[src/rtl/prio_sel_arb_pkg.sv]
// Shared types, widths and bit helpers for the prio_sel_arb priority selector.
// Helpers work on 32-bit vectors, so channel counts up to 32 are supported.
package prio_sel_pkg;

    typedef enum logic {
        PS_FIXED = 1'b0,
        PS_RR    = 1'b1
    } ps_mode_e;

    localparam int ERR_CNT_W = 8;

    function automatic logic [31:0] onehot(input logic [31:0] idx);
        return 32'd1 << idx;
    endfunction

    function automatic int unsigned countones(input logic [31:0] v);
        int unsigned c;
        c = 0;
        for (int i = 0; i < 32; i++) begin
            c += 32'(v[i]);
        end
        return c;
    endfunction

endpackage

[src/rtl/prio_sel_arb_if.sv]
// Request/data bundle between the sources and the priority selector.
// The master drives requests and data; the slave (the arbiter) returns the selection.
interface prio_sel_arb_if
    import prio_sel_pkg::*;
#(
    parameter int N = 3,
    parameter int W = 8
);
    localparam int IW = $clog2(N);

    logic [N-1:0]         en;
    logic [N*W-1:0]       din;
    logic                 lock;
    logic                 chk_en;
    logic [W-1:0]         y;
    logic                 y_vld;
    logic [N-1:0]         gnt;
    logic [IW-1:0]        gnt_idx;
    logic                 none_err;
    logic                 multi_en;
    logic [ERR_CNT_W-1:0] err_cnt;

    modport master (
        output en, din, lock, chk_en,
        input  y, y_vld, gnt, gnt_idx, none_err, multi_en, err_cnt
    );

    modport slave (
        input  en, din, lock, chk_en,
        output y, y_vld, gnt, gnt_idx, none_err, multi_en, err_cnt
    );

endinterface

[src/rtl/prio_sel_rr_pick.sv]
// Combinational rotating priority encoder: first set bit of en at or after ptr,
// wrapping N-1 -> 0. With ptr tied to zero it is a plain lowest-index-wins encoder.
module prio_sel_rr_pick #(
    parameter int N  = 3,
    parameter int IW = $clog2(N)
) (
    input  logic [N-1:0]  en,
    input  logic [IW-1:0] ptr,
    output logic [IW-1:0] sel,
    output logic          any
);

    int idx;

    // Walk offsets from farthest to nearest so the closest request to ptr is the last write.
    always_comb begin
        sel = '0;
        any = |en;
        idx = 0;
        for (int k = N - 1; k >= 0; k--) begin
            idx = int'(ptr) + k;
            if (idx >= N) begin
                idx = idx - N;
            end
            if (en[idx]) begin
                sel = IW'(idx);
            end
        end
    end

endmodule

[src/rtl/prio_sel_arb.sv]
// N-channel priority selector/arbiter with registered data, grant and error flags.
// MODE 0 = fixed priority (channel 0 highest), MODE 1 = round-robin.
module prio_sel_arb
    import prio_sel_pkg::*;
#(
    parameter int N    = 3,
    parameter int W    = 8,
    parameter int MODE = 0
) (
    input logic         clk,
    input logic         rst_n,
    prio_sel_arb_if.slave bus
);

    localparam int            IW   = $clog2(N);
    localparam logic [IW-1:0] LAST = IW'(N - 1);

    logic [W-1:0]         din_arr [N];
    logic [W-1:0]         y_reg;
    logic                 y_vld_reg;
    logic [N-1:0]         gnt_reg;
    logic [IW-1:0]        gnt_idx_reg;
    logic [IW-1:0]        ptr_reg;
    logic                 none_err_reg;
    logic                 multi_en_reg;
    logic [ERR_CNT_W-1:0] err_cnt_reg;

    logic [IW-1:0] pick_ptr;
    logic [IW-1:0] pick_sel;
    logic          pick_any;
    logic          lock_hold;
    logic          grant;
    logic [IW-1:0] sel;
    logic [31:0]   sel_oh;

    generate
        for (genvar gi = 0; gi < N; gi++) begin : g_unpack
            assign din_arr[gi] = bus.din[gi*W +: W];
        end
    endgenerate

    assign pick_ptr = (MODE == int'(PS_RR)) ? ptr_reg : '0;

    prio_sel_rr_pick #(
        .N  (N),
        .IW (IW)
    ) u_pick (
        .en  (bus.en),
        .ptr (pick_ptr),
        .sel (pick_sel),
        .any (pick_any)
    );

    // Lock only holds while the currently granted channel keeps requesting.
    assign lock_hold = bus.lock & (|(gnt_reg & bus.en));
    assign sel       = lock_hold ? gnt_idx_reg : pick_sel;
    assign grant     = lock_hold | pick_any;
    assign sel_oh    = onehot(32'(sel));

    always_ff @(posedge clk or negedge rst_n) begin
        if (!rst_n) begin
            y_reg        <= '0;
            y_vld_reg    <= 1'b0;
            gnt_reg      <= '0;
            gnt_idx_reg  <= '0;
            ptr_reg      <= '0;
            none_err_reg <= 1'b0;
            multi_en_reg <= 1'b0;
            err_cnt_reg  <= '0;
        end else begin
            multi_en_reg <= (countones(32'(bus.en)) > 1);
            if (grant) begin
                y_reg        <= din_arr[sel];
                y_vld_reg    <= 1'b1;
                gnt_reg      <= sel_oh[N-1:0];
                gnt_idx_reg  <= sel;
                none_err_reg <= 1'b0;
                if (!lock_hold) begin
                    ptr_reg <= (sel == LAST) ? '0 : sel + 1'b1;
                end
            end else begin
                // y keeps its last granted word; gnt_idx is only meaningful with y_vld.
                gnt_reg      <= '0;
                y_vld_reg    <= 1'b0;
                none_err_reg <= bus.chk_en;
                if (bus.chk_en && (err_cnt_reg != '1)) begin
                    err_cnt_reg <= err_cnt_reg + 1'b1;
                end
            end
        end
    end

    assign bus.y        = y_reg;
    assign bus.y_vld    = y_vld_reg;
    assign bus.gnt      = gnt_reg;
    assign bus.gnt_idx  = gnt_idx_reg;
    assign bus.none_err = none_err_reg;
    assign bus.multi_en = multi_en_reg;
    assign bus.err_cnt  = err_cnt_reg;

endmodule
[src/flat_wrapper.sv]
// flat-port wrapper written by rule: the top's interface ports become plain ports
module prio_sel_arb_flat import prio_sel_pkg::*;
#(
    parameter int N    = 3,
    parameter int W    = 8,
    parameter int MODE = 0
)
  (clk, rst_n, bus_en, bus_din, bus_lock, bus_chk_en, bus_y, bus_y_vld, bus_gnt, bus_gnt_idx, bus_none_err, bus_multi_en, bus_err_cnt);
  prio_sel_arb_if #(.N(N), .W(W)) bus_i ();
  input logic clk;
  input logic rst_n;
  input wire logic [$bits(bus_i.en)-1:0] bus_en;
  input wire logic [$bits(bus_i.din)-1:0] bus_din;
  input wire logic [$bits(bus_i.lock)-1:0] bus_lock;
  input wire logic [$bits(bus_i.chk_en)-1:0] bus_chk_en;
  output wire logic [$bits(bus_i.y)-1:0] bus_y;
  output wire logic [$bits(bus_i.y_vld)-1:0] bus_y_vld;
  output wire logic [$bits(bus_i.gnt)-1:0] bus_gnt;
  output wire logic [$bits(bus_i.gnt_idx)-1:0] bus_gnt_idx;
  output wire logic [$bits(bus_i.none_err)-1:0] bus_none_err;
  output wire logic [$bits(bus_i.multi_en)-1:0] bus_multi_en;
  output wire logic [$bits(bus_i.err_cnt)-1:0] bus_err_cnt;
  assign bus_i.en = bus_en;
  assign bus_i.din = bus_din;
  assign bus_i.lock = bus_lock;
  assign bus_i.chk_en = bus_chk_en;
  assign bus_y = bus_i.y;
  assign bus_y_vld = bus_i.y_vld;
  assign bus_gnt = bus_i.gnt;
  assign bus_gnt_idx = bus_i.gnt_idx;
  assign bus_none_err = bus_i.none_err;
  assign bus_multi_en = bus_i.multi_en;
  assign bus_err_cnt = bus_i.err_cnt;
  prio_sel_arb #(.N(N), .W(W), .MODE(MODE)) u_core (.clk(clk), .rst_n(rst_n), .bus(bus_i));
endmodule
[config.mk]
export PLATFORM = sky130hd
export DESIGN_NAME = prio_sel_arb_flat
export DESIGN_NICKNAME = d
export VERILOG_FILES = /design/src/rtl/prio_sel_arb_pkg.sv /design/src/rtl/prio_sel_arb_if.sv /design/src/rtl/prio_sel_rr_pick.sv /design/src/rtl/prio_sel_arb.sv /design/src/flat_wrapper.sv
export SDC_FILE = /design/constraint.sdc
export NUM_CORES = 1
export LEC_CHECK = 0
export BUFFER_PORTS_ARGS = -buffer_cell sky130_fd_sc_hd__buf_2
export CAP_MARGIN = 20
export CELL_PAD_IN_SITES_DETAIL_PLACEMENT = 1
export CELL_PAD_IN_SITES_GLOBAL_PLACEMENT = 2
export CORE_MARGIN = 10
export CORE_UTILIZATION = 32
export CTS_BUF_LIST = sky130_fd_sc_hd__clkbuf_2 sky130_fd_sc_hd__clkbuf_4 sky130_fd_sc_hd__clkbuf_8
export DETAILED_ROUTE_END_ITERATION = 8
export PLACE_DENSITY_LB_ADDON = 0.1
export SLEW_MARGIN = 5
export SYNTH_ARGS = -nofsm -noshare
export SYNTH_HDL_FRONTEND = slang
export SYNTH_SLANG_ARGS = --single-unit
export TNS_END_PERCENT = 20
[constraint.sdc]
create_clock -name clk -period 3.95 [get_ports clk]
set_input_delay 0.5925 -clock clk [delete_from_list [all_inputs] [get_ports clk]]
set_output_delay 0.5925 -clock clk [all_outputs]
set_load 0.03 [all_outputs]
==> results of run 1 <==
[per-stage QoR]
step            util  std cells  area (um2)  setup WS [ps]  hold slack (ps)
2_1_floorplan      -        147        1500           1870              297
3_3_place_gp   0.406        246        1800           1180              481
3_5_place_dp   0.406        246        1800           1080              511
4_1_cts        0.418        250        1860           1380              317
5_1_grt        0.418        250        1860           1190              335
6_report       0.418        250        1860           1400              298
[cell families after synthesis]
family | count (synthesis)
AOI/OAI and AO/OA | 48
xor gates and xnor gates | 7
adders and majority gates | 4
buffers and inverters | 11
DFF | 24
muxes | 21
and+or+nand+nor | 32
[how the worst max path moves through the flow]
stage               cells past startpoint                                 to      start  slack [ps]
finish                                  7  u_core.bus.err_cnt[1]$_DFFE_PN0P_  bus_en[0]        1400
global route                            7  u_core.bus.err_cnt[1]$_DFFE_PN0P_  bus_en[0]        1190
CTS                                     7  u_core.bus.err_cnt[1]$_DFFE_PN0P_  bus_en[0]        1380
detailed placement                      7  u_core.bus.err_cnt[1]$_DFFE_PN0P_  bus_en[0]        1080
global placement                        7  u_core.bus.err_cnt[1]$_DFFE_PN0P_  bus_en[0]        1180
floorplan                               7  u_core.bus.err_cnt[1]$_DFFE_PN0P_  bus_en[0]        1870
[worst max-delay path: stages]
cell and delay, ps:
buf_2 130, inv_1 80, ha_1 180, nor2b_1 690
o211ai_2 370, nor2_1 280, mux2_2 370
[cells in the mapped netlist]
library cell	n	area (um2)
dfrtp_1	24	601
mux2i_1	18	180
a221oi_1	16	140
o22ai_1	16	100
a21oi_1	9	45.0
nand2_1	8	30.0
xor2_1	7	61.3
buf_1	5	18.8
nor2_1	5	18.8
ha_1	4	50.1
inv_1	4	15.0
nand3_1	4	20.0
nor2b_1	4	25.0
mux2_2	3	33.8
nor4_1	3	18.8
clkbuf_1	2	7.51
nand2b_1	2	12.5
nor3_1	2	10.0
a21bo_2	1	10.0
a21o_1	1	7.51
a222oi_1	1	10.0
a22o_1	1	8.76
a31oi_2	1	12.5
nand4_1	1	6.26
nor3b_1	1	7.51
nor4b_2	1	15.0
o211ai_2	1	12.5
o2bb2ai_1	1	8.76
or3b_2	1	8.76
[routing by layer]
| metal | part of all wire | global-route usage | up-vias |
|---|---|---|---|
| li1 | - | - | 677 |
| met1 | 0.42 | 0.155 | 736 |
| met2 | 0.51 | 0.231 | 40 |
| met3 | 0.059 | 0.0404 | 8 |
| met4 | 0.0093 | 0.0235 | 0 |
| met5 | 0 | 0 | - |
[report_power, final]
| group | switching, uW | total [uW] | internal [uW] |
|---|---|---|---|
| clock network | 78.2 | 167 | 89.0 |
| registers | 46.2 | 336 | 290 |
| logic | 207 | 318 | 111 |
[cell type report]
| cell class | instances | area (um2) | share of cell area |
|---|---|---|---|
| repair buffers | 54 | 270 | 0.145 |
| flip-flops and latches | 24 | 601 | 0.323 |
| multi-input cells | 112 | 853 | 0.459 |
| well taps | 52 | 65.1 | 0.0350 |
| inverters | 4 | 15.0 | 0.00808 |
| clock buffers | 4 | 55.1 | 0.0296 |
==> metrics.cfg, run 1 <==
[clock_tree]
cts_buffers = 3
cts_resized = 0
postCtsHoldBufs = 0
cts_root_buf = clkbuf_8
insertion_delay_ps = 270
cts_max_level = 1
cts_buffer_depth = 2
clkSinkCount = 24
path_clk_slew_ps = 90
cts_tree = done
postCtsSetupRepairBufs = 0

[die]
fp-row-count = 24
die_area_mm2 = 0.00781
die_x_um = 88.4
ioPinCount = 55
die_y_um = 88.4
core_mm2 = 0.00444
initial_core_util = 0.336

[synthesis]
syn_inst = 147
synthXorXnorAreaFrac = 0.0410
synth_compound_area_frac = 0.238
muxShareOfSynthArea = 0.143
syn_area_mm2 = 0.00150
synth_top_family_by_area = compound AO/OA/AOI/OAI gates
yosysSeqAreaShare = 0.402
synth_fp_nets = 182
syn_avg_cell_area_um2 = 10.2
synthAdderAreaFrac = 0.0335
yosys_register_bits = 24
synth.distinct_cells = 29
synth_warnings = 0
yosys.area_share.simple = 0.115

[routing]
avgViaCountPerCell = 5.84
antenna_left = 0
dr.pass1.iters = 4
drt_iter0_markers = 40
vias = 1461
routed_wl_um = 5150
wire_per_inst_um = 20.6
drcViolationCount = 0

[timing]
period_minus_slack_ps = 2550
clock.fmax_ghz = 0.392
fin_setup_tns_ps = 0
finalClockSkew_ps = 6.34
hold_violations = 0
finalCritPeriodShare = 0.645
setup_viol = 0
drv_slew = 0
rsz0062_at_grt = false
worst_slew_pin_slew_ps = 886
slew_headroom = 0.407

[run_status]
outcome = finished clean

[grt]
grt_max_degree = 25
overflow = 0
grt_pass1_wl_um = 8250
antenna_found_initial = 0
grt.total_usage = 0.131
first_global_vias = 1584

[setup_path]
r2r_setup_slack_ps = 1670
r2r-start = u_core.bus.gnt[2]$_DFF_PN0_
timing.rr.end = u_core.bus.y[5]$_DFFE_PN0P_
path_class = input port to flop
cp.arrival_ps = 2700
cp-start-kind = input port
cp_max_fo = 10
crit_path_end_kind = flop
required_ps = 4100
ff2ff_path_depth = 4

[finish]
final_common_cell = buf_2
fillers = 542
final_cell_mix = buf_2, dfrtp_1, mux2i_1
syn2layout_area_growth_pct = 24.4
antenna_cells = 0
nets = 234
layout-drive-gt1-share = 0.333

[placement]
io_buffer_count = 54
gp_congestion = 0.838
dp_hpwl_um = 4110

[pwr]
pwr_density_cell_mw_per_mm2 = 441
p_total_uw = 821
peakVddDrop_mv = 0.223
p_leak_uw = 0.000889

[min_path]
worst_hold_path_type = input port to asynchronous set/reset pin

[run]
maxCapViolCount = 0

(Power assumes the default switching activity.)
==> run 2, diff against run 1 <==
--- a/config.mk
+++ b/config.mk
@@ -10,7 +10,7 @@
 export CELL_PAD_IN_SITES_DETAIL_PLACEMENT = 1
 export CELL_PAD_IN_SITES_GLOBAL_PLACEMENT = 2
 export CORE_MARGIN = 10
-export CORE_UTILIZATION = 32
+export CORE_UTILIZATION = 27
 export CTS_BUF_LIST = sky130_fd_sc_hd__clkbuf_2 sky130_fd_sc_hd__clkbuf_4 sky130_fd_sc_hd__clkbuf_8
 export DETAILED_ROUTE_END_ITERATION = 8
 export PLACE_DENSITY_LB_ADDON = 0.1
==> constraint.sdc (replaced) <==
create_clock -name clk -period 2.3 [get_ports clk]
set_input_delay 0.345 -clock clk [delete_from_list [all_inputs] [get_ports clk]]
set_output_delay 0.345 -clock clk [all_outputs]
set_load 0.03 [all_outputs]
==> metrics.cfg, run 2 (synthesized netlist as in run 1, its figures left out) <==
[run_status]
outcome = finished clean

[die]
die_x_um = 94.4
ioPinCount = 55
die_area_mm2 = 0.00891
die_y_um = 94.4
initial_core_util = 0.275
fp-row-count = 27
core_mm2 = 0.00544

[clock_tree]
cts_tree = done
cts_root_buf = clkbuf_8
cts_buffers = 3
clkSinkCount = 24
cts_max_level = 1
postCtsHoldBufs = 0
path_clk_slew_ps = 90
cts_buffer_depth = 2
postCtsSetupRepairBufs = 0
insertion_delay_ps = 270
cts_resized = 0

[timing]
period_minus_slack_ps = 1820
setup_viol = 0
drv_slew = 0
finalCritPeriodShare = 0.793
finalClockSkew_ps = 5.69
hold_violations = 0
fin_setup_tns_ps = 0
rsz0062_at_grt = false
slew_headroom = 0.488
clock.fmax_ghz = 0.548
worst_slew_pin_slew_ps = 765

[routing]
wire_per_inst_um = 18.1
drcViolationCount = 0
drt_iter0_markers = 29
antenna_left = 0
routed_wl_um = 5000
vias = 1415
dr.pass1.iters = 4
avgViaCountPerCell = 5.11

[grt]
grt.total_usage = 0.114
grt_max_degree = 25
antenna_found_initial = 1
grt_pass1_wl_um = 8220
first_global_vias = 1554
overflow = 0

[setup_path]
crit_slowest_cell = nor2_1
crit_family = simple AND/OR/NAND/NOR gates
critPathBufInv = 1
path_cells = a222oi_1 -> buf_4 -> nor2_1 -> mux2i_1 -> nor2b_1
cp-startpoint = u_core.bus.gnt[1]$_DFF_PN0_
required_ps = 2500
path_class = flop to flop
r2r-start = u_core.bus.gnt[1]$_DFF_PN0_
cp-start-kind = flop
cp_max_fo = 11
cp_slowest_stage_delay_ps = 580
crit_path_end_kind = flop
cp.arrival_ps = 2030

[finish]
final_common_cell = buf_2
final_cell_mix = buf_2, dfrtp_1, mux2i_1
layout-drive-gt1-share = 0.356
syn2layout_area_growth_pct = 29.5
antenna_cells = 0
nets = 241
fin_area_mm2 = 0.00194

[min_path]
worst_hold_path_type = input port to asynchronous set/reset pin

[placement]
gp_congestion = 0.763
placed_cell_area_mm2 = 0.00188
io_buffer_count = 54
dp_hpwl_um = 4090

[pwr]
pwr_density_cell_mw_per_mm2 = 738
peakVddDrop_mv = 0.379
p_leak_uw = 0.000924

[run]
maxCapViolCount = 0

[run 2: changes by cell type in the layout (fill, tap and decap cells not counted), sizes merged]
cell	previous run	this run
buf	54	61
[run 2: through the flow]
stage	utilization	worst slack [ps]	hold slack (ps)	instances	total power, uW
floorplan	-	408	49.4	147	930
global placement	0.346	338	367	273	1140
detailed placement	0.346	251	363	273	1150
CTS	0.356	466	68.9	277	1450
global route	0.356	264	92.2	277	1530
finish	0.356	475	51.4	277	1430
[run 2: area by class of cell]
cell class	instances	area, um2
clock buffer	4	55.1
multi-input combinational	112	853
timing repair buffer	61	323
tap	72	90.1
inverter	4	15.0
sequential	24	601
fill	636	3500
[run 2: worst reg2reg max path, delay by kind of cell (launching register included)]
kind                   cells  cell delay (ps)
AND/OR/NAND/NOR            2              730
flip-flops                 1              440
AO/OA/AOI/OAI              1              100
multiplexers               1              320
buffers and inverters      1              160
[run 2: power by group]
| group | leakage, uW | internal, uW | switching (uW) |
|---|---|---|---|
| logic | 0.000597 | 204 | 361 |
| clock network | 0.0000288 | 153 | 142 |
| registers | 0.000298 | 497 | 72.4 |
[run 2: metal layers]
| metal | vias up | wire [um] | track usage |
|---|---|---|---|
| met2 | 28 | 2290 | 0.186 |
| met5 | - | 0 | 0 |
| met4 | 0 | 27 | 0.0190 |
| li1 | 692 | - | - |
| met1 | 691 | 2300 | 0.145 |
| met3 | 4 | 381 | 0.0365 |
[run 2: final timing paths]
path                                                     end  slack [ps]  depth (start not counted)
setup / recovery                 u_core.bus.gnt[0]$_DFF_PN0_         480                          5
hold / removal             u_core.bus.err_cnt[5]$_DFFE_PN0P_          50                          1
setup reg to reg                 u_core.bus.gnt[0]$_DFF_PN0_         480                          5
hold reg to reg            u_core.bus.err_cnt[7]$_DFFE_PN0P_         500                          1
max in group asynchronous  u_core.bus.err_cnt[4]$_DFFE_PN0P_        1880                          1
min in group clk               u_core.bus.multi_en$_DFF_PN0_         350                          2
==> run 3, diff against run 2 <==
==> constraint.sdc (replaced) <==
create_clock -name clk -period 1.65 [get_ports clk]
set_input_delay 0.2475 -clock clk [delete_from_list [all_inputs] [get_ports clk]]
set_output_delay 0.2475 -clock clk [all_outputs]
set_load 0.03 [all_outputs]
==> metrics.cfg, run 3 (synthesized netlist as in run 1, its figures left out) <==
[setup_path]
cp-start-kind = flop
timing.rr.end = u_core.bus.err_cnt[5]$_DFFE_PN0P_
ff2ff_path_depth = 5
cp_slowest_stage_delay_ps = 440
crit_slowest_cell = dfrtp_2
required_ps = 1840
r2r_setup_slack_ps = -90
crit_path_end_kind = flop
r2r-start = u_core.bus.gnt[2]$_DFF_PN0_
path_cells = a222oi_1 -> buf_4 -> o211ai_4 -> nor4_4 -> xor2_1
cp_max_fo = 8
path_class = flop to flop
cp.arrival_ps = 1930

[pwr]
clkPwrFrac = 0.196
p_total_uw = 2130
p_sw_uw = 869
p_leak_uw = 0.00102
cellInternalPower_uw = 1260
peakVddDrop_mv = 0.542
seqPwrFrac = 0.378
switching_share = 0.408
pwr_density_cell_mw_per_mm2 = 960
combPwrFrac = 0.427

[grt]
antenna_found_initial = 0
grt_pass1_wl_um = 8530
overflow = 0
first_global_vias = 1658
grt.total_usage = 0.120
grt_max_degree = 25

[routing]
wire_per_inst_um = 18.6
vias = 1505
antenna_left = 0
drcViolationCount = 0
avgViaCountPerCell = 5.19
dr.pass1.iters = 5
drt_iter0_markers = 78
routed_wl_um = 5390

[timing]
fin_hold_ws_ps = 261
period_minus_slack_ps = 1740
clock.fmax_ghz = 0.575
drv_slew = 0
hold_violations = 0
setup_viol = 11
worst_slew_pin_slew_ps = 564
rsz0062_at_grt = true
fin_ws_ps = -88.9
finalCritPeriodShare = 1.05
slew_headroom = 0.624
finalClockSkew_ps = 1.38

[finish]
antenna_cells = 0
layout-drive-gt1-share = 0.482
final_cell_mix = buf_2, dfrtp_1, mux2i_1, buf_4, o22ai_1
nets = 254
final_common_cell = buf_2
syn2layout_area_growth_pct = 48.5
fillers = 645
fin_cells = 290

[die]
die_y_um = 94.4
initial_core_util = 0.275
die_x_um = 94.4
fp-row-count = 27
ioPinCount = 55
core_mm2 = 0.00544
die_area_mm2 = 0.00891

[min_path]
worst_hold_path_type = input port to flop
holdCritStartpoint = bus_en[2]
min_path_cells = 2
holdPathEnd = u_core.bus.multi_en$_DFF_PN0_

[placement]
dpl.cell_count = 284
gp_congestion = 0.733
dp_hpwl_um = 4210
io_buffer_count = 54

[clock_tree]
path_clk_slew_ps = 90
cts_max_level = 1
insertion_delay_ps = 270
cts_buffers = 3
cts_root_buf = clkbuf_8
cts_tree = done
cts_buffer_depth = 2
clkSinkCount = 24

[run_status]
violations = setup timing
outcome = finished, violations left

[run]
maxCapViolCount = 0

## run 3: cell count changes in the layout (fill, tap and decap cells not counted), moves of 3 or more
cell | previous run | this run
nor4_4 | 0 | 3
a221oi_2 | 0 | 7
nor2_1 | 5 | 2
nor4_1 | 3 | 0
buf_4 | 7 | 17
a221oi_1 | 16 | 7
## run 3: stage by stage
| step | utilization | worst slack [ps] | area, um2 | TNS, ps |
|---|---|---|---|---|
| after global routing | 0.408 | -219 | 2220 | -2230 |
| after floorplan | - | -182 | 1500 | -1980 |
| after detailed placement | 0.363 | -268 | 1970 | -2720 |
| after CTS | 0.386 | -126 | 2100 | -516 |
| final | 0.408 | -88.9 | 2220 | -469 |
| after global placement | 0.363 | -161 | 1970 | -1800 |
## run 3: critical path, delay by kind of cell (launching register included)
family | cells | cell delay (ps)
flip-flops | 1 | 440
buffers and inverters | 1 | 200
AO/OA/AOI/OAI | 2 | 490
AND/OR/NAND/NOR | 1 | 320
XOR/XNOR | 1 | 210
## run 3: worst max-delay path by stage
stage / startpoint / end / slack (ps) / depth (start not counted)
after detailed placement: bus_en[0] / u_core.bus.err_cnt[5]$_DFFE_PN0P_ / -270 / 7
after global placement: bus_en[0] / u_core.bus.y[0]$_DFFE_PN0P_ / -160 / 7
final: u_core.bus.gnt[2]$_DFF_PN0_ / u_core.bus.err_cnt[5]$_DFFE_PN0P_ / -90 / 5
after CTS: u_core.bus.gnt[2]$_DFF_PN0_ / u_core.bus.err_cnt[5]$_DFFE_PN0P_ / -130 / 5
after global routing: u_core.bus.gnt[2]$_DFF_PN0_ / u_core.bus.err_cnt[5]$_DFFE_PN0P_ / -220 / 5
after floorplan: u_core.bus.gnt[2]$_DFF_PN0_ / u_core.bus.err_cnt[1]$_DFFE_PN0P_ / -180 / 4
## run 3: repair_timing
item                                   CTS  global route
hold buffers                             1             0
resized for setup                       11            17
endpoints found under the hold margin   24             0
setup endpoints to repair               19            22
pin swaps                                3             3
setup buffers                            0             1
## run 3: power groups by stage
stage	sequential (uW)	clock [uW]	combinational [uW]
2_1_floorplan	1000	0	308
3_5_place_dp	809	0	835
5_1_grt	817	456	987
6_report	804	417	909
4_1_cts	802	428	866
3_3_place_gp	806	0	818
## run 3: area by class of cell
class	instances	area (um2)	share of cell area
multi-input cells	112	1030	0.462
flip-flops and latches	24	603	0.272
repair buffers	74	430	0.194
well taps	72	90.1	0.0406
clock buffers	4	55.1	0.0248
inverters	4	15.0	0.00676
## run 3: metal layers
metal	GRT usage	share of wire	routed length (um)	vias to the layer above
met4	0.0304	0.014	74	0
met3	0.0341	0.061	328	7
met2	0.207	0.51	2760	28
met1	0.142	0.41	2230	747
met5	0	0	0	-
li1	-	-	-	723
